File: src/rtl/input_capture_pio.sv
`default_nettype none
// ============================================================================
// Module   : input_capture_pio
// Purpose  : Avalon-MM slave that conditions raw board inputs for the soft
//            processor. Each input passes through a 2-flop synchronizer and a
//            counter debouncer. Rising edges of the debounced level are
//            captured into a W1C register, with a per-bit interrupt mask.
// Ports    : clk            - system clock (single domain)
//            reset          - synchronous active-low reset
//            raw_in         - asynchronous raw switch/button levels
//            avs_address    - register word address
//            avs_read       - read strobe (read latency 1)
//            avs_write      - write strobe
//            avs_writedata  - write data
//            avs_readdata   - registered read data, held until next read
//            irq            - level interrupt, any masked capture bit set
//            level_out      - debounced levels for direct hardware use
// Registers: 0 DATA (RO), 1 IRQMASK (RW), 2 EDGECAP (W1C),
//            3 EDGECAP_FALL (W1C when enabled, otherwise reads 0)
// Options  : define INPUT_CAPTURE_FALLING_EDGE_EN to add falling-edge
//            capture at address 3 and fold it into irq.
// Revision : 1.0 - initial release
// ============================================================================
module input_capture_pio #(
  parameter int NUM_INPUTS      = 5,
  parameter int DEBOUNCE_CYCLES = 500000
) (
  input  logic                  clk,
  input  logic                  reset,
  input  logic [NUM_INPUTS-1:0] raw_in,
  input  logic [1:0]            avs_address,
  input  logic                  avs_read,
  input  logic                  avs_write,
  input  logic [31:0]           avs_writedata,
  output logic [31:0]           avs_readdata,
  output logic                  irq,
  output logic [NUM_INPUTS-1:0] level_out
);

  localparam int CW = $clog2(DEBOUNCE_CYCLES + 1);
  localparam logic [CW-1:0] c_cnt_last  = CW'(DEBOUNCE_CYCLES - 1);
  localparam logic [1:0]    c_addr_data = 2'd0;
  localparam logic [1:0]    c_addr_mask = 2'd1;
  localparam logic [1:0]    c_addr_edge = 2'd2;
  localparam logic [1:0]    c_addr_fall = 2'd3;

  logic [NUM_INPUTS-1:0] r_sync1;
  logic [NUM_INPUTS-1:0] r_sync2;
  logic [NUM_INPUTS-1:0] r_stable;
  logic [CW-1:0]         r_cnt [NUM_INPUTS];
  logic [NUM_INPUTS-1:0] r_irqmask;
  logic [NUM_INPUTS-1:0] r_edgecap;

  logic [NUM_INPUTS-1:0] w_stable_next;
  logic [CW-1:0]         w_cnt_next [NUM_INPUTS];
  logic [NUM_INPUTS-1:0] w_rise;
  logic [NUM_INPUTS-1:0] w_edge_clr;
  logic [NUM_INPUTS-1:0] w_irq_src;
  logic [31:0]           w_read_mux;
  logic                  w_wr_mask;
  logic                  w_wr_edge;
  logic                  w_unused_ok;

  // Upper write-data bits beyond NUM_INPUTS are intentionally ignored.
  assign w_unused_ok = &{1'b0, avs_writedata};

  assign w_wr_mask  = avs_write && (avs_address == c_addr_mask);
  assign w_wr_edge  = avs_write && (avs_address == c_addr_edge);
  assign w_edge_clr = w_wr_edge ? avs_writedata[NUM_INPUTS-1:0] : '0;

  // Debounce: count consecutive cycles where the synchronized input
  // disagrees with the accepted level; accept after DEBOUNCE_CYCLES.
  always_comb begin
    w_stable_next = r_stable;
    for (int i = 0; i < NUM_INPUTS; i++) begin
      w_cnt_next[i] = r_cnt[i];
      if (r_sync2[i] == r_stable[i]) begin
        w_cnt_next[i] = '0;
      end else if (r_cnt[i] == c_cnt_last) begin
        w_stable_next[i] = r_sync2[i];
        w_cnt_next[i]    = '0;
      end else begin
        w_cnt_next[i] = r_cnt[i] + CW'(1);
      end
    end
  end

  // Edge detect from the next level so the capture bit sets on the same
  // clock edge that the stable level changes.
  assign w_rise = w_stable_next & ~r_stable;

`ifdef INPUT_CAPTURE_FALLING_EDGE_EN
  logic [NUM_INPUTS-1:0] r_edgecap_fall;
  logic [NUM_INPUTS-1:0] w_fall;
  logic [NUM_INPUTS-1:0] w_fall_clr;
  logic                  w_wr_fall;

  assign w_fall     = ~w_stable_next & r_stable;
  assign w_wr_fall  = avs_write && (avs_address == c_addr_fall);
  assign w_fall_clr = w_wr_fall ? avs_writedata[NUM_INPUTS-1:0] : '0;

  always_ff @(posedge clk) begin
    if (!reset) begin
      r_edgecap_fall <= '0;
    end else begin
      // Set wins over a same-cycle clear.
      r_edgecap_fall <= (r_edgecap_fall & ~w_fall_clr) | w_fall;
    end
  end

  assign w_irq_src = (r_edgecap | r_edgecap_fall) & r_irqmask;
`else
  assign w_irq_src = r_edgecap & r_irqmask;
`endif

  // Read mux samples register state before any same-cycle update.
  always_comb begin
    w_read_mux = 32'd0;
    case (avs_address)
      c_addr_data: w_read_mux = 32'(r_stable);
      c_addr_mask: w_read_mux = 32'(r_irqmask);
      c_addr_edge: w_read_mux = 32'(r_edgecap);
`ifdef INPUT_CAPTURE_FALLING_EDGE_EN
      c_addr_fall: w_read_mux = 32'(r_edgecap_fall);
`else
      c_addr_fall: w_read_mux = 32'd0;
`endif
      default:     w_read_mux = 32'd0;
    endcase
  end

  always_ff @(posedge clk) begin
    if (!reset) begin
      r_sync1      <= '0;
      r_sync2      <= '0;
      r_stable     <= '0;
      r_irqmask    <= '0;
      r_edgecap    <= '0;
      avs_readdata <= 32'd0;
      for (int i = 0; i < NUM_INPUTS; i++) begin
        r_cnt[i] <= '0;
      end
    end else begin
      r_sync1  <= raw_in;
      r_sync2  <= r_sync1;
      r_stable <= w_stable_next;
      for (int i = 0; i < NUM_INPUTS; i++) begin
        r_cnt[i] <= w_cnt_next[i];
      end
      if (w_wr_mask) begin
        r_irqmask <= avs_writedata[NUM_INPUTS-1:0];
      end
      // Set wins over a same-cycle clear.
      r_edgecap <= (r_edgecap & ~w_edge_clr) | w_rise;
      if (avs_read) begin
        avs_readdata <= w_read_mux;
      end
    end
  end

  assign level_out = r_stable;
  assign irq       = |w_irq_src;

endmodule
`default_nettype wire

File: config.mk
export PLATFORM = sky130hd
export DESIGN_NAME = input_capture_pio
export DESIGN_NICKNAME = d
export VERILOG_FILES = /design/src/rtl/input_capture_pio.sv
export SDC_FILE = /design/constraint.sdc
export NUM_CORES = 1
export LEC_CHECK = 0
export CORE_MARGIN = 2
export CORE_UTILIZATION = 50
export DETAILED_ROUTE_END_ITERATION = 7
export PLACE_DENSITY_LB_ADDON = 0.08
export SYNTH_ARGS = -nofsm -noshare
export SYNTH_HDL_FRONTEND = slang
export SYNTH_SLANG_ARGS = --single-unit
File: constraint.sdc
create_clock -name clk -period 2.7 [get_ports clk]
set_input_delay 0.54 -clock clk [delete_from_list [all_inputs] [get_ports clk]]
set_output_delay 0.54 -clock clk [all_outputs]
set_load 0.03 [all_outputs]
==> flow_metrics.tcl <==
set metrics [dict create \
    min_to "r_sync2[1]" \
    wl_met1_um 5220 \
    antenna_left 0 \
    dp_cells 813 \
    fillers 975 \
    start_kind "flop" \
    grt_usage 0.195 \
    reg2reg_slack_ns 0.33 \
    yosys-top-cells-area "dfxtp_1 (44%), xnor2_1 (10%), nor2_1 (7.9%)" \
    fin_crit_ns 2.37 \
    max_stage_delay_ns 1.04 \
    placementRows 38 \
    synth-edff-count 0 \
    clock_path_buffers 2 \
    cp-end-kind "flop" \
    layout_common_cells "dfxtp_1 (125), nor2_1 (118), xnor2_1 (66)" \
    slew_viol_final 0 \
    maxCapViolations 0 \
    route.detailed.drc 0 \
    async_flop_share 0 \
    ys_seq_elements 125 \
    io_pins 81 \
    swShare 0.196 \
    clk_latency_ns 0.41 \
    leakage_nw 2.03 \
    worst_slack_ns 0.332 \
    die_y_um 110 \
    power.internal_mw 3.73 \
    seq_area_mm2 0.00250 \
    layout-area-overhead-vs-synth_pct 18.0 \
    final_common_cell "dfxtp_1" \
    cp.arrival_ns 2.61 \
    multi_input_area_mm2 0.00287 \
    place.gp.congestion 0.810 \
    die_area_mm2 0.0121 \
    post-place-ws_ns 0.203 \
    firstDrtPassIters 7 \
    wl_met3_um 449 \
    p_comb_frac 0.033 \
    diodes 0 \
    dr_total_vias 4500 \
    wl_met2_um 5090 \
    p_sw_mw 0.911 \
    tightest_slew_ns 1.27 \
    r2r-start "r_cnt[0][82]" \
    overflow 0 \
    required_ns 2.94 \
    finish.instance_area_mm2 0.00666 \
    ys_seq_area_frac 0.444 \
    highest_layer "met4" \
    path_max_fanout 18 \
    syn-instance-count 656 \
    holdCritStartpoint "r_sync1[1]" \
    netlist_area_mm2 0.00564 \
    yosysTopAreaCellShare 0.444 \
    synth_cell_types 49 \
    hold_ws_ns 0.431 \
    cts_max_level 4 \
    grt_pass1_wl_um 18600 \
    path_buf_inv 0 \
    dp_hpwl_um 7560 \
    grt_max_degree 25 \
    initial_core_util 0.516 \
    syn_area_per_cell_um2 8.60 \
    final_util 0.609 \
    routed_wl_um 10900 \
    core_mm2 0.0109 \
    clock_power_share 0.564 \
    netlist.top_cell.by_area "dfxtp_1" \
    crit_slowest_cell "o21ai_1" \
    outcome "finished, final reports clean" \
    path_clk_slew_ns 0.05 \
    power_mw 4.64 \
    max_freq_ghz 0.422 \
    ys.flop_type "dfxtp_1" \
    drt_iter0_drc 297 \
    crit_family "compound AO/OA/AOI/OAI gates" \
    wire_per_inst_um 12.9 \
    grt_pass1_vias 4247 \
    ir_drop_mv 0.776 \
    relSlewSlack 0.145 \
    clock_skew_ns 0.00540 \
    drive_above_1_share 0.0652 \
    nets 740 \
    rsz0062_at_grt "false" \
    path_class "reg -> reg" \
    powerDensity_mw_per_mm2 697 \
    cts.sinks 125 \
    cts_made_buffers 17 \
    whs_path_depth 1 \
    ff2ff_path_depth 4 \
    die_w_um 110 \
    cts_tree "built" \
    hold_violations 0 \
    cts_root_buffer "clkbuf_16" \
    path_cells "nor4b_1 > nand4_1 > o21ai_1 > nor2_1" \
    io_buffers 26 \
    fin_cells 845 \
    setup_tns_ns 0 \
    setup_violations 0 \
    post_drt_via_cell_ratio 5.33 \
    fin_crit_sh 0.877 \
    dpl-instance-area_mm2 0.00596 \
    antenna_found_initial 0 \
    yosys_warnings 0 \
    rr_endpoint "r_cnt[0][79]" \
    p_seq_frac 0.403 \
    hp-class "reg -> reg" \
]
[synth_stat cells (all sizes together), types with 2 or more instances]
library cell  count
or2               2
a21oi            21
dfxtp           125
nor4b             5
a21boi            2
o21a              2
mux2i            11
nor4             31
inv              24
nor2            118
o221ai            2
nor3b             5
nor3             20
nand4            25
or4               5
and2             11
o41ai             3
or3               7
ha                5
and3              4
a211oi            5
nand2            39
o21ai             9
clkbuf           13
nand3            37
a32o              3
o211ai            2
buf              30
xnor2            66
xor2             11
or4b              2
[per-layer routing]
metal / GRT usage / up-vias
li1: - / 2300
met1: 0.245 / 2104
met2: 0.315 / 83
met3: 0.0617 / 13
met4: 0.0679 / 0
met5: 0 / -
[kinds of logic after synthesis]
family,share of synthesized area
AOI/OAI and AO/OA,0.0650
xor gates and xnor gates,0.120
adders and majority gates,0.0111
buffers and inverters,0.0648
DFF,0.444
muxes,0.0195
other,0.000665
and+or+nand+nor,0.276
[power groups by stage]
stage	registers [mW]	clock network [mW]	logic, mW
2_1_floorplan	1.92	0	0.125
3_3_place_gp	1.91	0	0.149
3_5_place_dp	1.91	0	0.151
4_1_cts	1.87	2.67	0.151
5_1_grt	1.87	2.75	0.164
6_report	1.87	2.62	0.151
[layout make-up]
| cell class | count | area share |
|---|---|---|
| multi-input combinational | 489 | 0.432 |
| sequential | 125 | 0.376 |
| clock buffer | 21 | 0.0722 |
| timing repair buffer | 34 | 0.0481 |
| clock inverter | 11 | 0.0316 |
| tap | 140 | 0.0263 |
| inverter | 25 | 0.0141 |
[how the worst max path moves through the flow]
| stage | cells past startpoint | startpoint | slack (ns) | to |
|---|---|---|---|---|
| finish | 4 | r_cnt[0][82] | 0.33 | r_cnt[0][79] |
| global route | 4 | r_cnt[0][84] | 0.05 | r_cnt[0][84] |
| CTS | 5 | r_cnt[0][57] | 0.17 | r_cnt[0][60] |
| detailed placement | 5 | r_cnt[0][57] | 0.20 | r_cnt[0][60] |
| global placement | 5 | reset | 0.33 | r_cnt[0][91] |
| floorplan | 6 | r_cnt[0][29] | 0.74 | r_cnt[0][26] |
[registers in the layout, indices dropped and copies added (netlist names)]
name	flops
r_edgecap	5
level_out	5
avs_readdata	5
r_cnt	95
r_sync1	5
r_irqmask	5
r_sync2	5
[what timing repair did]
item | 4_1_cts | 5_1_grt
setup endpoints to repair | 0 | 2
buffers inserted | 0 | 0
resized for setup | 0 | 1
hold buffers | 0 | 0
(Power assumes the default switching activity.)
